**config.mk**
```make
export PLATFORM = sky130hd
export DESIGN_NAME = ans_state_renormalizer
export DESIGN_NICKNAME = d
export VERILOG_FILES = /design/src/rtl/ans_pkg.sv /design/src/rtl/ans_byte_shifter.sv /design/src/rtl/ans_state_renormalizer.sv
export SDC_FILE = /design/constraint.sdc
export NUM_CORES = 1
export LEC_CHECK = 0
export ABC_AREA = 1
export CELL_PAD_IN_SITES_DETAIL_PLACEMENT = 0
export CELL_PAD_IN_SITES_GLOBAL_PLACEMENT = 2
export CORE_ASPECT_RATIO = 1.2
export CORE_MARGIN = 1.5
export CORE_UTILIZATION = 27
export DETAILED_ROUTE_END_ITERATION = 7
export GPL_ROUTABILITY_DRIVEN = 0
export HOLD_SLACK_MARGIN = 0.12
export PLACE_DENSITY_LB_ADDON = 0.1
export SYNTH_ARGS = -nofsm -noshare
export SYNTH_HDL_FRONTEND = slang
export SYNTH_HIERARCHICAL = 1
export SYNTH_SLANG_ARGS = --single-unit
```
**constraint.sdc**
```tcl
create_clock -name clk -period 4.4 [get_ports clk]
set_input_delay 0.88 -clock clk [delete_from_list [all_inputs] [get_ports clk]]
set_output_delay 0.88 -clock clk [all_outputs]
set_load 0.01 [all_outputs]
```
**src/rtl/ans_pkg.sv**
```systemverilog
// Shared ANS types and constants: decoder state/symbol typedefs, renormalizer FSM states.
// No logic; the default widths here also set the renormalizer's parameter defaults.
// No backpressure; declarations only.
package ans_pkg;

    localparam int ANS_STATE_WIDTH  = 32;
    localparam int ANS_SYMBOL_WIDTH = 4;
    localparam int STATE_BYTES      = ANS_STATE_WIDTH / 8;

    typedef logic [ANS_STATE_WIDTH-1:0]  ans_state_t;
    typedef logic [ANS_SYMBOL_WIDTH-1:0] ans_symbol_t;

    localparam ans_state_t L_BOUND = ans_state_t'(1) << (ANS_STATE_WIDTH - 1);

    typedef enum logic [2:0] {
        IDLE,
        INIT,
        DECODE,
        RENORM,
        EMIT
    } ans_renorm_state_t;

endpackage

```
**src/rtl/ans_byte_shifter.sv**
```systemverilog
// ANS state register with MSB-first byte shift-in, byte counter and lower-bound compare.
// State updates on the clock edge after shift_en or load_en; compare is combinational.
// No backpressure of its own; the owner decides when a byte is accepted.
module ans_byte_shifter #(
    parameter int                    STATE_WIDTH = 32,
    parameter int                    CNT_WIDTH   = 3,
    parameter logic [STATE_WIDTH-1:0] L_BOUND    = {1'b1, {(STATE_WIDTH-1){1'b0}}}
) (
    input  logic                   clk,
    input  logic                   rst_n,
    input  logic                   shift_en,
    input  logic                   load_en,
    input  logic [STATE_WIDTH-1:0] load_value,
    input  logic                   cnt_clr,
    input  logic [7:0]             byte_data,
    output logic [STATE_WIDTH-1:0] state,
    output logic [CNT_WIDTH-1:0]   byte_cnt,
    output logic [STATE_WIDTH-1:0] shifted,
    output logic                   shifted_ge
);

    assign shifted    = {state[STATE_WIDTH-9:0], byte_data};
    assign shifted_ge = (shifted >= L_BOUND);

    always_ff @(posedge clk) begin
        if (!rst_n) begin
            state    <= '0;
            byte_cnt <= '0;
        end else begin
            if (load_en) begin
                state <= load_value;
            end else if (shift_en) begin
                state <= shifted;
            end
            if (cnt_clr) begin
                byte_cnt <= '0;
            end else if (shift_en) begin
                byte_cnt <= byte_cnt + 1'b1;
            end
        end
    end

endmodule

```
**src/rtl/ans_state_renormalizer.sv**
```systemverilog
// ANS decoder state owner: loads the initial state, captures decoder results, renormalizes, emits symbols.
// Per symbol: 1 cycle DECODE + 1 cycle per renorm byte + 1 cycle EMIT when unstalled.
// byte_valid low stalls INIT/RENORM; sym_ready low holds EMIT. Optional stats: ANS_RENORM_STATS_EN.
module ans_state_renormalizer #(
    parameter int                     STATE_WIDTH  = ans_pkg::ANS_STATE_WIDTH,
    parameter int                     SYMBOL_WIDTH = ans_pkg::ANS_SYMBOL_WIDTH,
    parameter int                     COUNT_WIDTH  = 16,
    parameter logic [STATE_WIDTH-1:0] L_BOUND      = {1'b1, {(STATE_WIDTH-1){1'b0}}}
) (
    input  logic                    clk,
    input  logic                    rst_n,
    input  logic                    start,
    input  logic [COUNT_WIDTH-1:0]  num_symbols,
    input  logic                    byte_valid,
    input  logic [7:0]              byte_data,
    output logic                    byte_ready,
    output logic [STATE_WIDTH-1:0]  current_state,
    input  logic [SYMBOL_WIDTH-1:0] dec_symbol,
    input  logic [STATE_WIDTH-1:0]  dec_next_state,
    input  logic                    dec_valid,
    output logic                    sym_valid,
    output logic [SYMBOL_WIDTH-1:0] sym_data,
    input  logic                    sym_ready,
    output logic                    busy,
    output logic                    done,
    output logic                    error
`ifdef ANS_RENORM_STATS_EN
    ,
    output logic [31:0]             stat_bytes,
    output logic [3:0]              stat_max_renorm
`endif
);

    import ans_pkg::*;

    localparam int NBYTES = STATE_WIDTH / 8;
    localparam int CNT_W  = $clog2(NBYTES + 1);

    ans_renorm_state_t fsm_q, fsm_d;

    logic [COUNT_WIDTH-1:0]  count_q;
    logic [SYMBOL_WIDTH-1:0] sym_data_q;
    logic                    done_q, error_q;

    logic                    shift_en, load_en, cnt_clr;
    logic                    done_d, err_set, start_acc, capture, count_dec;
    logic [CNT_W-1:0]        byte_cnt;
    logic [STATE_WIDTH-1:0]  shifted;
    logic                    shifted_ge;
    logic                    dec_ge;
    logic                    last_byte;

    ans_byte_shifter #(
        .STATE_WIDTH (STATE_WIDTH),
        .CNT_WIDTH   (CNT_W),
        .L_BOUND     (L_BOUND)
    ) u_shifter (
        .clk        (clk),
        .rst_n      (rst_n),
        .shift_en   (shift_en),
        .load_en    (load_en),
        .load_value (dec_next_state),
        .cnt_clr    (cnt_clr),
        .byte_data  (byte_data),
        .state      (current_state),
        .byte_cnt   (byte_cnt),
        .shifted    (shifted),
        .shifted_ge (shifted_ge)
    );

    assign dec_ge    = (dec_next_state >= L_BOUND);
    assign last_byte = (byte_cnt == CNT_W'(NBYTES - 1));

    always_comb begin
        fsm_d      = fsm_q;
        shift_en   = 1'b0;
        load_en    = 1'b0;
        cnt_clr    = 1'b0;
        done_d     = 1'b0;
        err_set    = 1'b0;
        start_acc  = 1'b0;
        capture    = 1'b0;
        count_dec  = 1'b0;
        byte_ready = 1'b0;
        sym_valid  = 1'b0;
        case (fsm_q)
            IDLE: begin
                if (start) begin
                    start_acc = 1'b1;
                    if (num_symbols != '0) begin
                        fsm_d   = INIT;
                        cnt_clr = 1'b1;
                    end else begin
                        done_d = 1'b1;
                    end
                end
            end
            INIT: begin
                byte_ready = 1'b1;
                if (byte_valid) begin
                    shift_en = 1'b1;
                    if (last_byte) begin
                        if (shifted_ge) begin
                            fsm_d = DECODE;
                        end else begin
                            err_set = 1'b1;
                            done_d  = 1'b1;
                            fsm_d   = IDLE;
                        end
                    end
                end
            end
            DECODE: begin
                load_en = 1'b1;
                capture = 1'b1;
                if (!dec_valid) begin
                    err_set = 1'b1;
                    done_d  = 1'b1;
                    fsm_d   = IDLE;
                end else if (dec_ge) begin
                    fsm_d = EMIT;
                end else begin
                    fsm_d   = RENORM;
                    cnt_clr = 1'b1;
                end
            end
            RENORM: begin
                byte_ready = 1'b1;
                if (byte_valid) begin
                    shift_en = 1'b1;
                    if (shifted_ge) begin
                        fsm_d = EMIT;
                    end else if (last_byte) begin
                        // A full state's worth of bytes could not lift it: stream is corrupt.
                        err_set = 1'b1;
                        done_d  = 1'b1;
                        fsm_d   = IDLE;
                    end
                end
            end
            EMIT: begin
                sym_valid = 1'b1;
                if (sym_ready) begin
                    count_dec = 1'b1;
                    if (count_q == COUNT_WIDTH'(1)) begin
                        done_d = 1'b1;
                        fsm_d  = IDLE;
                    end else begin
                        fsm_d = DECODE;
                    end
                end
            end
            default: fsm_d = IDLE;
        endcase
    end

    always_ff @(posedge clk) begin
        if (!rst_n) begin
            fsm_q      <= IDLE;
            count_q    <= '0;
            sym_data_q <= '0;
            done_q     <= 1'b0;
            error_q    <= 1'b0;
        end else begin
            fsm_q  <= fsm_d;
            done_q <= done_d;
            if (start_acc && num_symbols != '0) begin
                count_q <= num_symbols;
            end else if (count_dec) begin
                count_q <= count_q - 1'b1;
            end
            if (capture) begin
                sym_data_q <= dec_symbol;
            end
            if (start_acc) begin
                error_q <= 1'b0;
            end else if (err_set) begin
                error_q <= 1'b1;
            end
        end
    end

    assign sym_data = sym_data_q;
    assign done     = done_q;
    assign error    = error_q;
    assign busy     = (fsm_q != IDLE);

`ifdef ANS_RENORM_STATS_EN
    logic [3:0] renorm_n;
    assign renorm_n = 4'(byte_cnt) + 4'd1;

    always_ff @(posedge clk) begin
        if (!rst_n) begin
            stat_bytes      <= '0;
            stat_max_renorm <= '0;
        end else if (start_acc) begin
            stat_bytes      <= '0;
            stat_max_renorm <= '0;
        end else begin
            if (shift_en && stat_bytes != '1) begin
                stat_bytes <= stat_bytes + 32'd1;
            end
            if (fsm_q == RENORM && shift_en && renorm_n > stat_max_renorm) begin
                stat_max_renorm <= renorm_n;
            end
        end
    end
`else
    // Statistics counters are not built in this configuration.
`endif

endmodule

```
==> parameters.txt <==
Parameter                              Value

STA
  Top achievable clock speed    380 MHz
  Share of the clock period used by the worst path after layout    59.8%
  Final count of hold timing violations    0
  Final count of negative-setup-slack endpoints    0
  Worst Slack Setup Final    1770 ps
  Least-Margin Pin Slew    996 ps
  RSZ-0062 raised after global routing    false
  Fin Setup TNS    0 ps
  Post-layout minimum cycle time    2630 ps
  Max-slew violation count    0
  Layout Skew    6.06 ps
  Slew margin rel.    33.5%

Detailed routing
  Detail-routed via count per cell    4.46
  Number of search-and-repair iterations in the first detailed-routing pass    4
  DRC violation count after routing    0
  Mean routed wirelength per cell    13.8 µm
  Antenna viol nets, final    0
  Total number of vias    3762
  Total wirelength of the detailed-routed design    11600 µm
  1st-iter DRT viols    130

Synth
  Syn. warnings    6
  Number of instances in the synthesized netlist    598
  Average footprint of a synthesized cell    6.21 µm²
  Mapped cell area    3710 µm²
  Post-synth net total    667

Run
  Max capacitance violation total    0

Worst setup path
  Worst reg2reg path depth    8
  R2R Path Start    fsm_q[1]
  Category of the most critical setup path    register to register
  Startpoint class of the critical path    register
  Worst endpoint required time    4620 ps
  Data arrival, critical path    2860 ps
  Largest fanout on the critical path    32
  Category of the worst setup path capture point    register
  Register-to-register path setup slack    1770 ps
  Capture instance of the worst register-to-register path    u_shifter/state[30]

Pwr
  Power density of the placed cells    316 nW/µm²
  VDD IR-drop max    0.000129 V
  Leakage Power    0.00239 µW

Floorplan
  Standard-cell rows    46
  Effective utilization at floorplan    27.8%
  Die area    14500 µm²
  Vertical die dimension    131 µm
  Count of pins on the block boundary    107
  Area of the core region    13400 µm²
  Width of the chip    110 µm

Finish
  Synthesis-to-layout area growth    33.9%
  Commonest cells after routing, fill and taps aside    sky130_fd_sc_hd__nand2_1 (203), sky130_fd_sc_hd__clkdlybuf4s50_1 (106), sky130_fd_sc_hd__nand3_1 (86), sky130_fd_sc_hd__inv_1 (73), sky130_fd_sc_hd__dfxtp_1 (60)
  Fill cell instance count of the final layout    1531
  Proportion of layout cells with a drive suffix above 1    5.48%
  Leading cell type in the layout, fill and taps excluded    sky130_fd_sc_hd__nand2_1
  Final Util    37.3%
  Fin nets    739
  N_diodes    0

Global route
  Initial antenna violation count    0
  Maximum number of pins on one net before global-route repair    39
  Sum of overflow across all layers after global routing    0
  Number of global-route vias before repair    3689
  GRT Total Usage    16.5%
  Wire length of the first global-routing pass    18300 µm

Min path
  Cell depth of the worst hold path    2
  Hold Crit Endpoint    sym_data[1]
  Launch instance of the worst min-delay path    sym_data[1]
  Type of the worst min-delay path    register to register

Clock tree
  Number of gates resized after CTS    0
  Root Buffer    sky130_fd_sc_hd__clkbuf_16
  Clock transition at the registers of the reported paths    60 ps
  Hold buffer count at cts    0
  Clock Sinks    60
  Clock network latency to the later pin of the worst-skew pair    330 ps
  TritonCTS clock tree    done
  Maximum clock insertion buffer count    2
  Setup fix buffers added after clock tree synthesis    0
  Number of H-tree levels    3
  TritonCTS Buffers    9

Place
  Number of buffers inserted by port buffering    106
  Worst slack, placed    1530 ps
  HPWL after detailed placement    8360 µm

Outcome
  Run status    finished clean
-- power breakdown --
part	internal, µW	total (µW)	switching (µW)
Sequential	560	577	17.4
Clock	485	745	260
Combinational	114	250	135
Total	1160	1570	413
-- worst max-delay path, cell delays in order (launching register included) --
cell,delay [ps]
sky130_fd_sc_hd__dfxtp_1,450
sky130_fd_sc_hd__nand3_1,280
sky130_fd_sc_hd__inv_1,810
sky130_fd_sc_hd__buf_4,360
sky130_fd_sc_hd__inv_2,270
sky130_fd_sc_hd__nand3_1,160
sky130_fd_sc_hd__nand3_1,90
sky130_fd_sc_hd__nand2_1,60
sky130_fd_sc_hd__inv_1,40
-- worst max-delay path by stage --
stage,start,end,slack (ps),depth (start not counted)
global placement,num_symbols[5],u_shifter/byte_cnt[1],1580,10
CTS,fsm_q[1],u_shifter/state[21],1740,8
detailed placement,num_symbols[0],u_shifter/byte_cnt[1],1530,10
floorplan,num_symbols[15],u_shifter/byte_cnt[1],2470,10
global route,fsm_q[1],u_shifter/state[15],1510,8
finish,fsm_q[1],u_shifter/state[30],1770,8
-- through the flow --
stage / hold WS [ps] / total power (µW) / instance area (µm²) / std cells
final: 481 / 1570 / 4970 / 843
after global routing: 506 / 1650 / 4970 / 843
after CTS: 488 / 1600 / 4970 / 843
after detailed placement: 474 / 841 / 4660 / 827
after global placement: 466 / 841 / 4660 / 827
after floorplan: 457 / 735 / 3710 / 598
-- cell type report --
cell class	count	area, µm²	area share (%)
multi-input combinational	411	1860	37.4
sequential	60	1200	24.1
timing repair buffer	109	1080	21.8
inverter	79	304	6.11
clock buffer	13	270	5.43
tap	168	210	4.23
clock inverter	3	43.8	0.880
-- metal layers --
metal	GRT usage (%)	wire [µm]
met4	7.79	318
met5	0	0
met2	29.4	5710
met3	2.23	597
met1	18.9	5000
-- sequential cells by signal, summed over array words and instances (netlist names) --
| name | cells |
|---|---|
| fsm_q | 3 |
| u_shifter/state | 32 |
| error | 1 |
| sym_data | 4 |
| count_q | 16 |
| done | 1 |
| u_shifter/byte_cnt | 3 |
No activity file was read; power rests on OpenSTA's default activity.
